--- config.mk ---
export PLATFORM = sky130hd
export DESIGN_NAME = bhand_serializer
export DESIGN_NICKNAME = d
export VERILOG_FILES = /design/src/rtl/bhand_serializer_pkg.sv /design/src/rtl/bhand_serializer_bhand.sv /design/src/rtl/bhand_serializer.sv
export SDC_FILE = /design/constraint.sdc
export NUM_CORES = 1
export LEC_CHECK = 0
export ABC_AREA = 0
export BUFFER_PORTS_ARGS = -buffer_cell sky130_fd_sc_hd__clkbuf_2
export CORE_ASPECT_RATIO = 0.9
export CORE_MARGIN = 5
export CORE_UTILIZATION = 51
export DETAILED_ROUTE_END_ITERATION = 10
export GPL_TIMING_DRIVEN = 0
export PLACE_DENSITY = 0.79
export SLEW_MARGIN = 25
export SYNTH_ARGS = -nofsm -noshare
export SYNTH_HDL_FRONTEND = slang
export SYNTH_HIERARCHICAL = 1
export SYNTH_SLANG_ARGS = --single-unit
--- constraint.sdc ---
create_clock -name clk -period 1.8 [get_ports clk]
set_input_delay 0.27 -clock clk [delete_from_list [all_inputs] [get_ports clk]]
set_output_delay 0.27 -clock clk [all_outputs]
set_load 0.01 [all_outputs]
--- src/rtl/bhand_serializer_pkg.sv ---
// Shared types and helpers for the wide-to-narrow serializer.
// Holds the FSM state encoding and a constant clog2.
package bhand_serializer_pkg;

   typedef enum logic {
      SER_IDLE  = 1'b0,
      SER_SHIFT = 1'b1
   } ser_state_t;

   function automatic int clog2(input int v);
      int r;
      r = 0;
      for (int x = v - 1; x > 0; x = x >> 1) begin
         r++;
      end
      return r;
   endfunction

endpackage

--- src/rtl/bhand_serializer_bhand.sv ---
// Buffered-handshake register stage.
// Full-rate: ready is free when empty or when the sink drains.
module bhand #(
   parameter int DATA_WIDTH = 8
) (
   input  logic                  clk,
   input  logic                  rst,
   input  logic [DATA_WIDTH-1:0] idata,
   input  logic                  idata_vld,
   output logic                  idata_rdy,
   output logic [DATA_WIDTH-1:0] odata,
   output logic                  odata_vld,
   input  logic                  odata_rdy
);

   assign idata_rdy = !odata_vld || odata_rdy;

   // Capture a new beat whenever the output slot is free or draining.
   always_ff @(posedge clk) begin
      if (rst) begin
         odata     <= '0;
         odata_vld <= 1'b0;
      end else if (idata_rdy) begin
         odata_vld <= idata_vld;
         if (idata_vld) begin
            odata <= idata;
         end
      end
   end

endmodule

--- src/rtl/bhand_serializer.sv ---
// Wide-to-narrow serializer with valid/ready on both sides.
// Optional bhand output register adds one cycle of latency.
module bhand_serializer
   import bhand_serializer_pkg::*;
#(
   parameter int IN_WIDTH  = 32,
   parameter int OUT_WIDTH = 8,
   parameter int MSB_FIRST = 1,
   parameter int OUT_BUF   = 0,
   localparam int RATIO    = IN_WIDTH / OUT_WIDTH,
   localparam int NUM_W    = clog2(RATIO + 1)
) (
   input  logic                 clk,
   input  logic                 rst,
   input  logic [IN_WIDTH-1:0]  idata,
   input  logic [NUM_W-1:0]     inum,
   input  logic                 ilast,
   input  logic                 idata_vld,
   output logic                 idata_rdy,
   output logic [OUT_WIDTH-1:0] odata,
   output logic                 olast,
   output logic                 odata_vld,
   input  logic                 odata_rdy
);

   localparam logic [NUM_W-1:0] RATIO_N = NUM_W'(RATIO);
   localparam logic [NUM_W-1:0] ONE_N   = NUM_W'(1);

   ser_state_t            state;
   ser_state_t            state_nxt;
   logic [IN_WIDTH-1:0]   hold;
   logic [IN_WIDTH-1:0]   hold_adv;
   logic [NUM_W-1:0]      rem;
   logic [NUM_W-1:0]      eff_num;
   logic                  hlast;
   logic                  int_vld;
   logic                  int_rdy;
   logic                  int_last;
   logic [OUT_WIDTH-1:0]  slice;
   logic                  word_done;
   logic                  shift_in;
   logic                  shift_out;

   // Out-of-range slice counts fall back to a full word.
   assign eff_num = (inum == '0 || inum > RATIO_N) ? RATIO_N : inum;

   assign word_done = (rem == ONE_N);
   assign shift_in  = idata_vld && idata_rdy;
   assign shift_out = int_vld && int_rdy;
   assign int_last  = int_vld && hlast && word_done;

   // The current slice always sits at one fixed end of the hold register.
   generate
      if (MSB_FIRST != 0) begin : g_msb
         assign slice    = hold[IN_WIDTH-1 -: OUT_WIDTH];
         assign hold_adv = hold << OUT_WIDTH;
      end else begin : g_lsb
         assign slice    = hold[OUT_WIDTH-1:0];
         assign hold_adv = hold >> OUT_WIDTH;
      end
   endgenerate

   // State register.
   always_ff @(posedge clk) begin
      if (rst) begin
         state <= SER_IDLE;
      end else begin
         state <= state_nxt;
      end
   end

   // Next state and handshake outputs; a finishing word may hand
   // straight over to the next one without an idle bubble.
   always_comb begin
      state_nxt = state;
      int_vld   = 1'b0;
      idata_rdy = 1'b0;
      unique case (state)
         SER_IDLE: begin
            idata_rdy = 1'b1;
            if (idata_vld) begin
               state_nxt = SER_SHIFT;
            end
         end
         SER_SHIFT: begin
            int_vld   = 1'b1;
            idata_rdy = word_done && int_rdy;
            if (shift_out && word_done && !idata_vld) begin
               state_nxt = SER_IDLE;
            end
         end
      endcase
   end

   // Hold register and remaining-slice counter; rem only
   // decrements above one so it can never wrap.
   always_ff @(posedge clk) begin
      if (rst) begin
         hold  <= '0;
         rem   <= '0;
         hlast <= 1'b0;
      end else if (shift_in) begin
         hold  <= idata;
         rem   <= eff_num;
         hlast <= ilast;
      end else if (shift_out) begin
         if (word_done) begin
            rem   <= '0;
            hlast <= 1'b0;
         end else begin
            hold <= hold_adv;
            rem  <= rem - ONE_N;
         end
      end
   end

   generate
      if (OUT_BUF != 0) begin : g_buf
         logic [OUT_WIDTH:0] ob_data;

         bhand #(
            .DATA_WIDTH(OUT_WIDTH + 1)
         ) u_bhand (
            .clk       (clk),
            .rst       (rst),
            .idata     ({int_last, slice}),
            .idata_vld (int_vld),
            .idata_rdy (int_rdy),
            .odata     (ob_data),
            .odata_vld (odata_vld),
            .odata_rdy (odata_rdy)
         );

         assign odata = ob_data[OUT_WIDTH-1:0];
         assign olast = ob_data[OUT_WIDTH];
      end else begin : g_direct
         assign odata     = slice;
         assign olast     = int_last;
         assign odata_vld = int_vld;
         assign int_rdy   = odata_rdy;
      end
   endgenerate

endmodule

==> results of run 1 <==
==> per-layer routing <==
| metal | vias up | track usage (%) | wire length (µm) |
|---|---|---|---|
| met5 | - | 0 | 0 |
| met4 | 0 | 6.22 | 46 |
| met3 | 6 | 6.84 | 324 |
| met2 | 46 | 30.3 | 1840 |
| met1 | 685 | 22.3 | 1840 |
| li1 | 835 | - | - |
==> worst max-delay path: cells and delay by family, from the launching register on <==
kind | cells | cell delay (ns)
flops | 1 | 0.33
simple gates | 2 | 0.29
buf+inv | 4 | 0.40
fa+ha+maj | 1 | 0.16
==> path summary, 6_finish.rpt <==
| path | start | to | slack [ns] |
|---|---|---|---|
| setup / recovery | rem[1]$_SDFFE_PP0P_ | olast | 0.06 |
| hold / removal | idata[6] | hold[6]$_SDFFE_PP0P_ | 0.20 |
| setup reg to reg | rem[1]$_SDFFE_PP0P_ | hold[31]$_SDFFE_PP0P_ | 0.12 |
| hold reg to reg | hold[7]$_SDFFE_PP0P_ | hold[7]$_SDFFE_PP0P_ | 0.48 |
==> cell usage after synthesis (all sizes together) (3+ instances only) <==
| library cell | number |
|---|---|
| ha | 3 |
| o221a | 24 |
| buf | 20 |
| a21oi | 10 |
| nand2 | 13 |
| nand3b | 3 |
| o21ai | 11 |
| inv | 4 |
| nor2 | 31 |
| nor2b | 4 |
| nor3 | 25 |
| clkbuf | 4 |
| dfxtp | 37 |
| nand2b | 3 |
==> flip-flops by register name, summed over array words and instances (netlist names) <==
name and cells:
rem 3, state 1, hlast 1, hold 32
==> power breakdown <==
part           internal, W  total [W]  switching (W)
logic             0.000214   0.000417       0.000203
registers         0.000898   0.000945      0.0000465
clock network     0.000402   0.000689       0.000287
total              0.00151    0.00205       0.000536
==> metrics by stage <==
stage,power (W),worst slack [ns],utilization (%)
floorplan,0.00123,0.258,-
global placement,0.00135,0.0696,62.0
detailed placement,0.00136,0.0709,62.0
CTS,0.00206,0.00121,66.1
global route,0.00216,0.0112,66.9
finish,0.00205,0.0563,66.9
==> kinds of logic after synthesis <==
group / count (synthesis)
DFF: 37
and+or+nand+nor: 81
buffers and inverters: 28
AOI/OAI and AO/OA: 52
adders and majority gates: 3
==> area by class of cell <==
| type | count | area, µm² | share of cell area [%] |
|---|---|---|---|
| plain buffers | 24 | 168 | 7.42 |
| flip-flops and latches | 37 | 746 | 33.0 |
| inverters | 4 | 15.0 | 0.664 |
| well taps | 44 | 55.1 | 2.44 |
| clock inverters | 2 | 35.0 | 1.55 |
| multi-input cells | 136 | 910 | 40.3 |
| repair buffers | 51 | 263 | 11.6 |
| clock buffers | 5 | 68.8 | 3.05 |
==> what timing repair did <==
| item | in CTS | in global routing |
|---|---|---|
| pin swaps | 0 | 2 |
| resized for setup | 10 | 3 |
| buffers inserted | 1 | 2 |
| setup endpoints to repair | 2 | 19 |
| cloned | 0 | 0 |
| hold endpoints to repair | 0 | 0 |
==> results.yml, run 1 <==
run_status:
  status: "complete, no violations"
synth:
  ys_ff_latch: 37
  synth-compound-area-share_pct: 25.4
  synth_xor_area_share_pct: 0
  syn_avg_cell_area_um2: 8.95
  synth_top_area_share_pct: 41.2
  ys_seq_area_share_pct: 41.2
  yosysWarnings: 6
  syn_nets: 244
  synth_cell_type_count: 31
  synthCells: 201
  synth_top_family_by_area: "compound AO/OA/AOI/OAI gates"
  synth_edf_count: 0
  synthAdderAreaFrac_pct: 2.09
  yosys.area.top_type: "dfxtp_1"
  netlist_top_cells_area: "dfxtp_1 41%, o221a_1 13%, nor3_1 6.7%"
  yosys.area_share.simple_pct: 21.5
  syn_area_um2: 1800
  synth_top_flop_cell: "dfxtp_1"
  synthMuxAreaShare_pct: 0
  ys_async_sr_fraction_pct: 0
sta:
  finalSetupViolCount: 0
  max-slew-margin-rel_pct: 67.6
  skew_ns: 0.00670
  final-max-slew-violation-count: 0
  rsz0062_at_grt: "false"
  period_needed_ns: 1.74
  tightest_slew_ns: 0.486
  holdWs_ns: 0.203
  tns_ns: 0
  fin_crit_sh_pct: 96.9
  fmax_ghz: 0.574
  hold_viol: 0
clock_tree:
  cts_tree: "built"
  clock-sinks: 37
  clk-insertion-delay-late_ns: 0.29
  cts-root-buf: "clkbuf_8"
  hold_buffers: 0
  clock_path_buffers: 2
  htreeDepth: 2
  cts_inserted_buffers: 5
  path_clk_slew_ns: 0.07
critical_path:
  cp_common_cell: "buf_6"
  crit_type: "register to primary output"
  cp_slowest_cell: "dfxtp_2"
  slowest_delay_ns: 0.33
  crit_fanout: 5
  worst_ep_arrival_time_ns: 1.47
  critPathRequiredTime_ns: 1.53
  critPathLaunchType: "register"
  worstSetupEndpointType: "primary output"
  path_cells: "inv_2, ha_4, nor2b_4, buf_6, buf_6, and3_4, clkbuf_2"
  ff2ff_path_depth: 8
final_layout:
  fillers: 314
  antenna_cells: 0
  final_cell_mix: "48 x clkbuf_2, 35 x dfxtp_1, 30 x nor2_1"
  syn_to_final_growth_pct: 25.7
  final_cell_area_um2: 2260
  final_cells: 303
  drive_gt1_share_pct: 37.1
  layout.nets: 302
  final_common_cell: "clkbuf_2"
drt:
  vias: 1572
  avgRoutedWirePerCell_um: 13.4
  drtIter0Drc: 91
  dr.pass1.iters: 4
  wirelength_um: 4050
  antenna_left: 0
  drc: 0
  viasPerCell: 5.19
placement:
  placed_area_um2: 2090
  place_inst: 293
  dp_hpwl_um: 3030
  port_buffers: 48
  place_congestion: 0.747
grt:
  grt_pass1_wl_um: 6920
  grt.overflow.total: 0
  grtUsageTotal_pct: 18.5
  grt_max_degree: 12
  grt_pass1_vias: 1528
  antenna_found_initial: 0
floorplanning:
  die_area_um2: 4810
  rows: 20
  die_x_um: 72.6
  design.core.area_um2: 3380
  initial_core_util_pct: 53.2
  fp.dieH_um: 66.3
  io_pins: 51
hold_path:
  hold_path_depth: 3
  hold_class: "input port to register"
run:
  cap_viol_max_count: 0
power:
  powerDensity_nw_per_um2: 908
  peakVddDrop_v: 0.000577
  p_leak_nw: 0.993
No activity file was read; power rests on OpenSTA's default activity.
==> inputs of run 2 (changes only) <==
--- a/config.mk
+++ b/config.mk
@@ -13,6 +13,7 @@
 export DETAILED_ROUTE_END_ITERATION = 10
 export GPL_TIMING_DRIVEN = 0
 export PLACE_DENSITY = 0.79
+export SETUP_SLACK_MARGIN = 0.2
 export SLEW_MARGIN = 25
 export SYNTH_ARGS = -nofsm -noshare
 export SYNTH_HDL_FRONTEND = slang
==> run 2 against run 1 <==
Against the previous run:
- power rose by 1.9%
- worst hold slack improved by 0.0024 ns
- clock skew barely moved
- sequential share of layout area fell by 1.3 points
- first-iteration DRC count fell by 2.2%
- global-route usage rose by 0.89 points
- combinational power rose by 9.1%
- routed wire length rose by 6.6%
- critical path depth did not move
- die area did not move
- critical path type unchanged
==> results.yml, run 2 (synthesized netlist as in run 1, its figures left out) <==
run_status:
  status: "complete, no violations"
final_layout:
  reg_top3: "hold x32, rem x3"
  final_common_cell: "clkbuf_2"
  multi_input_area_um2: 937
  fillers: 289
  antenna_cells: 0
  top_register: "hold"
  layout.nets: 309
  utilization_pct: 69.7
  largest_reg_flops: 32
  drive_gt1_share_pct: 40.2
  syn_to_final_growth_pct: 30.9
  seq_area_um2: 746
  final_cell_mix: "46 x clkbuf_2, 35 x dfxtp_1, 30 x nor2_1"
sta:
  layout_setup_ws_ns: 0.0926
  period_needed_ns: 1.71
  finalSetupViolCount: 0
  hold_viol: 0
  max-slew-margin-rel_pct: 67.1
  rsz0062_at_grt: "true"
  skew_ns: 0.00673
  fin_crit_sh_pct: 94.9
  tightest_slew_ns: 0.494
  tns_ns: 0
  fmax_ghz: 0.586
  final-max-slew-violation-count: 0
critical_path:
  slowest_delay_ns: 0.34
  path_cells: "inv_2, ha_4, nor2b_4, buf_6, buf_6, and3_4, buf_6"
  crit_fanout: 3
  critPathLaunchType: "register"
  critPathRequiredTime_ns: 1.53
  crit_type: "register to primary output"
  cp_slowest_cell: "dfxtp_2"
  cp_common_cell: "buf_6"
  r2r_slack_ns: 0.15
  worstSetupEndpointType: "primary output"
  worst_ep_arrival_time_ns: 1.44
floorplanning:
  die_area_um2: 4810
  rows: 20
  die_x_um: 72.6
  initial_core_util_pct: 53.2
  io_pins: 51
  design.core.area_um2: 3380
  fp.dieH_um: 66.3
clock_tree:
  path_clk_slew_ns: 0.07
  htreeDepth: 2
  clk-insertion-delay-late_ns: 0.29
  clock-sinks: 37
  cts-root-buf: "clkbuf_8"
  cts_inserted_buffers: 5
  clock_path_buffers: 2
  hold_buffers: 0
  cts_tree: "built"
power:
  powerDensity_nw_per_um2: 887
  totalPowerFinal_w: 0.00209
  peakVddDrop_v: 0.000575
  p_leak_nw: 1.04
drt:
  drc: 0
  avgRoutedWirePerCell_um: 13.9
  antenna_left: 0
  dr.pass1.iters: 4
  wirelength_um: 4320
  drtIter0Drc: 89
  vias: 1651
  viasPerCell: 5.33
run:
  cap_viol_max_count: 0
placement:
  place_congestion: 0.747
  port_buffers: 48
  dp_hpwl_um: 3030
  post-place-ws_ns: 0.0709
grt:
  grt_max_degree: 12
  grt.overflow.total: 0
  grtUsageTotal_pct: 19.4
  antenna_found_initial: 0
  grt_pass1_wl_um: 7250
  grt_pass1_vias: 1602
hold_path:
  hold_class: "input port to register"
## run 2: layout make-up
class,count,share of cell area (%)
plain buffers,24,7.23
clock buffers,5,2.92
clock inverters,2,1.49
inverters,4,0.638
multi-input cells,136,39.8
flip-flops and latches,37,31.7
well taps,44,2.34
repair buffers,58,13.9
## run 2: final timing paths
| check | startpoint | end | cells past startpoint |
|---|---|---|---|
| setup / recovery | rem[1]$_SDFFE_PP0P_ | olast | 7 |
| setup reg to reg | rem[1]$_SDFFE_PP0P_ | hold[17]$_SDFFE_PP0P_ | 9 |
| hold / removal | idata[6] | hold[6]$_SDFFE_PP0P_ | 3 |
| hold reg to reg | hold[7]$_SDFFE_PP0P_ | hold[7]$_SDFFE_PP0P_ | 2 |
## run 2: per-stage QoR
step | cells | instance area (µm²) | hold slack (ns)
CTS | 308 | 2300 | 0.194
floorplan | 201 | 1800 | 0.410
global route | 310 | 2350 | 0.193
finish | 310 | 2350 | 0.205
detailed placement | 293 | 2090 | 0.469
global placement | 293 | 2090 | 0.463
## run 2: metal layers
metal / track usage [%] / part of all wire, % / wire, µm
met1: 23.0 / 45 / 1940
met2: 32.0 / 47 / 2020
met3: 7.14 / 7.1 / 307
met4: 7.14 / 1.3 / 55
met5: 0 / 0 / 0
## run 2: report_power, final
part | total, W | leakage (nW) | switching (W) | internal, W
clock network | 0.000688 | 0.0540 | 0.000285 | 0.000402
logic | 0.000455 | 0.676 | 0.000219 | 0.000236
registers | 0.000946 | 0.308 | 0.0000475 | 0.000898
## run 2: what timing repair did
action | CTS | global route
setup buffers | 6 | 2
endpoints found under the hold margin | 0 | 0
resized for setup | 14 | 12
pin swaps | 4 | 3
setup endpoints to repair | 23 | 28
gates cloned | 2 | 0
## run 2: worst max-delay path, delay by kind of cell (launching register included)
kind,cells,cell delay (ns)
buf+inv,4,0.40
flops,1,0.34
simple gates,2,0.26
fa+ha+maj,1,0.15
